### src/rtl/hilo_pkg.sv
// Shared types for the HI/LO multiply/divide unit: op codes, FSM states, constants.
// HILO_MADD_EN enables the accumulate ops (MADD/MADDU/MSUB/MSUBU).
package hilo_pkg;

  localparam int unsigned HILO_WIDTH = 32;
  localparam logic [63:0] DIV0_LO    = '1;

  typedef enum logic [3:0] {
    OP_MULT  = 4'd0,
    OP_MULTU = 4'd1,
    OP_DIV   = 4'd2,
    OP_DIVU  = 4'd3,
    OP_MTHI  = 4'd4,
    OP_MTLO  = 4'd5,
    OP_MADD  = 4'd6,
    OP_MADDU = 4'd7,
    OP_MSUB  = 4'd8,
    OP_MSUBU = 4'd9,
    OP_NOP   = 4'd15
  } op_t;

  typedef enum logic [1:0] {IDLE, RUN, FIX} state_t;

  function automatic logic is_iter(input logic [3:0] op);
    case (op)
      OP_MULT, OP_MULTU, OP_DIV, OP_DIVU: return 1'b1;
`ifdef HILO_MADD_EN
      OP_MADD, OP_MADDU, OP_MSUB, OP_MSUBU: return 1'b1;
`endif
      default: return 1'b0;
    endcase
  endfunction

  function automatic logic is_signed_op(input logic [3:0] op);
    return op inside {OP_MULT, OP_DIV, OP_MADD, OP_MSUB};
  endfunction

  function automatic logic is_div_op(input logic [3:0] op);
    return op inside {OP_DIV, OP_DIVU};
  endfunction

endpackage

### src/rtl/md_iter_core.sv
// Iterative datapath: shift-add multiply / restoring divide on operand magnitudes,
// with sign fixup applied combinationally to the final accumulator.
module md_iter_core #(
  parameter int unsigned WIDTH = 32
) (
  input  logic             clk,
  input  logic             rst,
  input  logic             load,
  input  logic             step,
  input  logic             signed_op,
  input  logic             div_op,
  input  logic [WIDTH-1:0] a,
  input  logic [WIDTH-1:0] b,
  output logic [WIDTH-1:0] res_hi,
  output logic [WIDTH-1:0] res_lo
);

  logic [2*WIDTH-1:0] acc_q, acc_d, prod_fix;
  logic [WIDTH-1:0]   m_q, m_d, mag_a, mag_b;
  logic               div_q, div_d, neg_lo_q, neg_lo_d, neg_hi_q, neg_hi_d;
  logic               a_neg, b_neg;
  logic [WIDTH:0]     add_sum, rem_sh, diff;

  always_comb begin
    a_neg   = signed_op & a[WIDTH-1];
    b_neg   = signed_op & b[WIDTH-1];
    mag_a   = a_neg ? -a : a;
    mag_b   = b_neg ? -b : b;
    add_sum = {1'b0, acc_q[2*WIDTH-1:WIDTH]} + (acc_q[0] ? {1'b0, m_q} : '0);
    // divide: upper half is the partial remainder, lower half shifts dividend out / quotient in
    rem_sh  = {acc_q[2*WIDTH-1:WIDTH], acc_q[WIDTH-1]};
    diff    = rem_sh - {1'b0, m_q};

    acc_d    = acc_q;
    m_d      = m_q;
    div_d    = div_q;
    neg_lo_d = neg_lo_q;
    neg_hi_d = neg_hi_q;
    if (load) begin
      m_d      = div_op ? mag_b : mag_a;
      acc_d    = {{WIDTH{1'b0}}, (div_op ? mag_a : mag_b)};
      div_d    = div_op;
      neg_lo_d = a_neg ^ b_neg;
      neg_hi_d = div_op ? a_neg : (a_neg ^ b_neg);
    end else if (step) begin
      if (div_q)
        acc_d = {(diff[WIDTH] ? rem_sh[WIDTH-1:0] : diff[WIDTH-1:0]),
                 acc_q[WIDTH-2:0], ~diff[WIDTH]};
      else
        acc_d = {add_sum, acc_q[WIDTH-1:1]};
    end

    prod_fix = neg_lo_q ? -acc_q : acc_q;
    if (div_q) begin
      res_lo = neg_lo_q ? -acc_q[WIDTH-1:0] : acc_q[WIDTH-1:0];
      res_hi = neg_hi_q ? -acc_q[2*WIDTH-1:WIDTH] : acc_q[2*WIDTH-1:WIDTH];
    end else begin
      res_hi = prod_fix[2*WIDTH-1:WIDTH];
      res_lo = prod_fix[WIDTH-1:0];
    end
  end

  always_ff @(posedge clk or posedge rst) begin
    if (rst) begin
      acc_q    <= '0;
      m_q      <= '0;
      div_q    <= 1'b0;
      neg_lo_q <= 1'b0;
      neg_hi_q <= 1'b0;
    end else begin
      acc_q    <= acc_d;
      m_q      <= m_d;
      div_q    <= div_d;
      neg_lo_q <= neg_lo_d;
      neg_hi_q <= neg_hi_d;
    end
  end

endmodule

### src/rtl/hilo_muldiv_unit.sv
// HI/LO register owner with iterative MULT/DIV, MTHI/MTLO and forwarding outputs.
// HILO_MADD_EN adds MADD/MADDU/MSUB/MSUBU accumulating into {HI,LO}.
module hilo_muldiv_unit
  import hilo_pkg::*;
#(
  parameter int unsigned WIDTH = HILO_WIDTH,
  parameter int unsigned CNT_W = 6
) (
  input  logic             clk,
  input  logic             rst,
  input  logic             start,
  input  logic [3:0]       op,
  input  logic [WIDTH-1:0] src_a,
  input  logic [WIDTH-1:0] src_b,
  input  logic             flush,
  output logic             busy,
  output logic             done,
  output logic [WIDTH-1:0] hi_q,
  output logic [WIDTH-1:0] lo_q,
  output logic             fwd_hi_src,
  output logic [WIDTH-1:0] fwd_hi_data,
  output logic             fwd_lo_src,
  output logic [WIDTH-1:0] fwd_lo_data
);

  state_t           state_q, state_d;
  logic [CNT_W-1:0] cnt_q, cnt_d;
  logic [WIDTH-1:0] hi_d, lo_d, a_q, a_d, res_hi, res_lo;
  logic             div0_q, div0_d, accept, hi_wr, lo_wr;
`ifdef HILO_MADD_EN
  logic             acc_en_q, acc_en_d, acc_sub_q, acc_sub_d;
`endif

  md_iter_core #(.WIDTH(WIDTH)) u_core (
    .clk       (clk),
    .rst       (rst),
    .load      (accept),
    .step      (state_q == RUN),
    .signed_op (is_signed_op(op)),
    .div_op    (is_div_op(op)),
    .a         (src_a),
    .b         (src_b),
    .res_hi    (res_hi),
    .res_lo    (res_lo)
  );

  always_comb begin
    accept  = start && !flush && (state_q == IDLE) && is_iter(op);
    busy    = (start && is_iter(op)) || (state_q != IDLE);
    state_d = state_q;
    cnt_d   = cnt_q;
    a_d     = a_q;
    div0_d  = div0_q;
    hi_d    = hi_q;
    lo_d    = lo_q;
    hi_wr   = 1'b0;
    lo_wr   = 1'b0;
    done    = 1'b0;
`ifdef HILO_MADD_EN
    acc_en_d  = acc_en_q;
    acc_sub_d = acc_sub_q;
`endif
    case (state_q)
      IDLE: begin
        if (accept) begin
          a_d     = src_a;
          cnt_d   = '0;
          div0_d  = is_div_op(op) && (src_b == '0);
          state_d = div0_d ? FIX : RUN;
`ifdef HILO_MADD_EN
          acc_en_d  = op inside {OP_MADD, OP_MADDU, OP_MSUB, OP_MSUBU};
          acc_sub_d = op inside {OP_MSUB, OP_MSUBU};
`endif
        end else if (start && !flush && op == OP_MTHI) begin
          hi_wr = 1'b1;
          hi_d  = src_a;
        end else if (start && !flush && op == OP_MTLO) begin
          lo_wr = 1'b1;
          lo_d  = src_a;
        end
      end
      RUN: begin
        if (flush) begin
          state_d = IDLE;
        end else begin
          cnt_d = cnt_q + CNT_W'(1);
          if (cnt_q == CNT_W'(WIDTH - 1)) state_d = FIX;
        end
      end
      FIX: begin
        state_d = IDLE;
        if (!flush) begin
          done  = 1'b1;
          hi_wr = 1'b1;
          lo_wr = 1'b1;
          if (div0_q) begin
            hi_d = a_q;
            lo_d = DIV0_LO[WIDTH-1:0];
          end else begin
            {hi_d, lo_d} = {res_hi, res_lo};
`ifdef HILO_MADD_EN
            if (acc_en_q)
              {hi_d, lo_d} = acc_sub_q ? ({hi_q, lo_q} - {res_hi, res_lo})
                                       : ({hi_q, lo_q} + {res_hi, res_lo});
`endif
          end
        end
      end
      default: state_d = IDLE;
    endcase
    fwd_hi_src  = hi_wr;
    fwd_lo_src  = lo_wr;
    fwd_hi_data = hi_wr ? hi_d : '0;
    fwd_lo_data = lo_wr ? lo_d : '0;
  end

  always_ff @(posedge clk or posedge rst) begin
    if (rst) begin
      state_q <= IDLE;
      cnt_q   <= '0;
      a_q     <= '0;
      div0_q  <= 1'b0;
      hi_q    <= '0;
      lo_q    <= '0;
    end else begin
      state_q <= state_d;
      cnt_q   <= cnt_d;
      a_q     <= a_d;
      div0_q  <= div0_d;
      hi_q    <= hi_d;
      lo_q    <= lo_d;
    end
  end

`ifdef HILO_MADD_EN
  always_ff @(posedge clk or posedge rst) begin
    if (rst) begin
      acc_en_q  <= 1'b0;
      acc_sub_q <= 1'b0;
    end else begin
      acc_en_q  <= acc_en_d;
      acc_sub_q <= acc_sub_d;
    end
  end
`endif

endmodule

### config.mk
export PLATFORM = sky130hd
export DESIGN_NAME = hilo_muldiv_unit
export DESIGN_NICKNAME = d
export VERILOG_FILES = /design/src/rtl/hilo_pkg.sv /design/src/rtl/md_iter_core.sv /design/src/rtl/hilo_muldiv_unit.sv
export SDC_FILE = /design/constraint.sdc
export NUM_CORES = 1
export LEC_CHECK = 0
export CORE_ASPECT_RATIO = 2
export CORE_MARGIN = 2
export CORE_UTILIZATION = 67
export CTS_CLUSTER_SIZE = 16
export DETAILED_ROUTE_END_ITERATION = 7
export DONT_BUFFER_PORTS = 1
export PLACE_DENSITY = 0.83
export SETUP_SLACK_MARGIN = 0.15
export SLEW_MARGIN = 20
export SYNTH_ARGS = -nofsm -noshare
export SYNTH_HDL_FRONTEND = slang
export SYNTH_SLANG_ARGS = --single-unit
### constraint.sdc
create_clock -name clk -period 16.3 [get_ports clk]
set_input_delay 4.89 -clock clk [delete_from_list [all_inputs] [get_ports clk]]
set_output_delay 4.89 -clock clk [all_outputs]
set_load 0.02 [all_outputs]
==> metrics <==
Crit path required time 11.41 ns; # resized after CTS 0; CTS Hold Bufs 0; nets ~2400; Final Setup Violations 0; slew margin rel. a little over a quarter; synth top area cells dfrtp_1 29%, nand2_1 7.7%, o21ai_0 7.1%, a21oi_1 5.0%, ha_1 4.9%; Post-synth EDFFs 0; port buffer count 0; Sequential Power Share between 30 and 40%; Most Crowded Layer GR met2; met1 Use GR around 53%; Die Y-Extent roughly 230 µm; CP Data Arrival Time 7.41 ns; Hold WS 0.4776 ns; Crit path largest cell delay ~0.59 ns; area leader, netlist dfrtp_1; sw power ~1.5 mW; post-synth top area share 28.92%; Max FO, Critical Path 18; Top FF cell, synth dfrtp_1; kind of critical path primary input to output port; switch share between 40% and 50%; die area 27740 µm²; drt wl/cell roughly 25 µm; area grow syn2layout 4.331%; TritonCTS buffer count 21; max-cap viol count 0; Internal Power 1.571 mW; TritonCTS clock tree built; GR Util All Layers between 40% and 50%; number of global-route vias before repair between 15000 and 20000; Die Width between 100 and 150 µm; Core ar. approximately 26000 µm²; power density over the cells approximately 170 nW/µm²; Layout Skew 0.03774 ns; Syn Area/Cell 7.536 µm²; Worst-path clk slew ~0.070 ns; antenna cells 0; Worst-Skew Late Latency 0.55 ns; Slew @ Worst Pin ~1.1 ns; share of cells above drive strength 1 under 10%; Max Fclk approximately 0.08 GHz; Slowest-stage cell, CP inv_1; drt drc 18; Yosys Warn Count 0; Initial Utilization between 60% and 70%; Max Slew Vio Count 0; Via density 7.159; #FFs+latches synth between 200 and 250; crit share post-route approximately 75%; crit path cell chain nand2b_1 > nor3_1 > and2_1 > nor2b_1 > buf_4 > nor2_1 > nor2_1 > nand2_1 > inv_1 > and2_1; first-pass GRT wire length slightly below 100 mm; # Post-CTS Setup Buffers 0; Area after DPL around 18000 µm²; DPL Wire Length 46.96 mm; setup slack, reg-to-reg around 12 ns; Async S/R FF share, synth 100.0%; Cells after Synth around 2300; Max IR drop VDD between 0.1 and 0.15 mV; failing checks DRC; CP endpoint kind output port; Clock Sinks ~200; met2 usage a little over two thirds; run status finished, violations left; DRT iter0 DRCs 2727; library cells used by synthesis 77; Final Hold Viols 0; GRT Residual Overflow 0; CP Launch Type primary input; cell area after layout 18410 µm²; initial antenna violation count 1; met3 Resource Use GR about 11%; worst hold path type register to register; H-Tree Depth 1; Syn Nets approximately 2500; post-route minimum period 12.30 ns; Detailed Route WL between 60 and 70 mm; DR pass1 iterations 8; Rows 84; RSZ-0062 raised after global routing no; top-level I/O count around 200; Clk pwr share 16.4%; Netlist Area Pre-Place roughly 18000 µm²; CTS Buffer Depth 3; Setup Total Neg Slack 0 ns; Clock Root Buffer clkbuf_16; vias between 15000 and 20000; Routability Congestion a little over 1; largest net degree at the start of global routing 94; Logic pwr share between 50% and 60%; leak pwr slightly below 8 nW; antenna-violating nets left 0; sequential element share of the synthesized area slightly below 30%
## per-layer routing
layer / vias to the layer above / routed length (µm)
met5: - / 0
met4: 0 / 7564
met3: 406 / 7592
met2: 1393 / 28750
met1: 8521 / 21600
li1: 8187 / -
## path summary, 6_finish.rpt
check | from | endpoint | cells after the start
setup reg to reg | u_core.acc_q[31] | u_core.acc_q[50] | 14
min in group asynchronous | rst | u_core.acc_q[48] | 1
setup / recovery | op[3] | fwd_hi_data[10] | 10
hold / removal | a_q[22] | a_q[22] | 2
hold reg to reg | a_q[22] | a_q[22] | 2
max in group asynchronous | rst | a_q[20] | 2
## cell usage in the layout, fill, tap and decap left out, types with 56 or more instances in the layout
cell and count:
nand2_1 360, ha_1 69, dfrtp_1 203, a21oi_1 177, nor2_1 179, o21ai_0 250
xnor2_1 83, o211ai_1 56, xor2_1 92, inv_1 67
## power groups by stage
stage / combinational [mW] / sequential (mW) / clock [mW]
2_1_floorplan: 1.22 / 0.873 / 0
3_3_place_gp: 1.49 / 1.00 / 0
3_5_place_dp: 1.52 / 1.00 / 0
4_1_cts: 1.53 / 0.996 / 0.512
5_1_grt: 1.73 / 1.02 / 0.529
6_report: 1.59 / 1.02 / 0.513
## cell usage after synthesis (all sizes together), types with 7 or more instances
library cell,n
a211oi,9
a21o,26
a21oi,177
a221o,16
a221oi,7
a22o,8
a22oi,30
a31oi,17
and2,50
and3,10
buf,16
clkbuf,149
dfrtp,204
ha,69
inv,68
mux2,10
mux2i,43
nand2,360
nand2b,42
nand3,55
nand4,14
nor2,183
nor2b,22
nor3,42
nor4,23
o211ai,56
o21a,8
o21ai,253
o221ai,25
o22ai,16
o31a,8
o31ai,32
o41ai,17
or3,12
or4,11
xnor2,84
xor2,92
## sequential cells by signal (all words and copies together), names as in the netlist
register and flops:
a_q 32, u_core.neg_hi_q 1, u_core.acc_q 64, cnt_q 6, state_q 2, u_core.div_q 1
u_core.neg_lo_q 1, hi_q 32, lo_q 32, u_core.m_q 32, div0_q 1
## area by class of cell
class / count / area [µm²]
flip-flops and latches: 204 / 5106
repair buffers: 27 / 202.7
well taps: 344 / 430.4
inverters: 69 / 266.5
clock inverters: 11 / 117.6
multi-input cells: 1904 / 11710
fillers: 2204 / 7651
clock buffers: 26 / 584.3
## metrics by stage
stage               worst slack, ns  total power [mW]  utilization (%)  cells
floorplan                     4.616             2.094                -   2342
detailed placement            4.089             2.523            67.95   2548
CTS                           4.078             3.039            70.65   2585
global placement              4.169             2.494            67.95   2548
global route                  3.787             3.283            70.65   2585
finish                        3.998             3.121            70.65   2585
## critical path: cells and delay by family
kind | cells | cell delay, ns
buf+inv | 2 | 0.79
simple gates | 8 | 1.73
## kinds of logic (layout without fill, tap and decap cells)
kind of cell	after synthesis	in the layout	share of synthesized area, %
DFF	204	204	28.92
buffers and inverters	234	133	5.012
muxes	53	53	3.077
adders and majority gates	71	71	5.118
xor gates and xnor gates	176	176	8.734
and+or+nand+nor	845	845	22.00
AOI/OAI and AO/OA	759	759	27.14
Note: power is estimated with default switching activity, not from simulation.
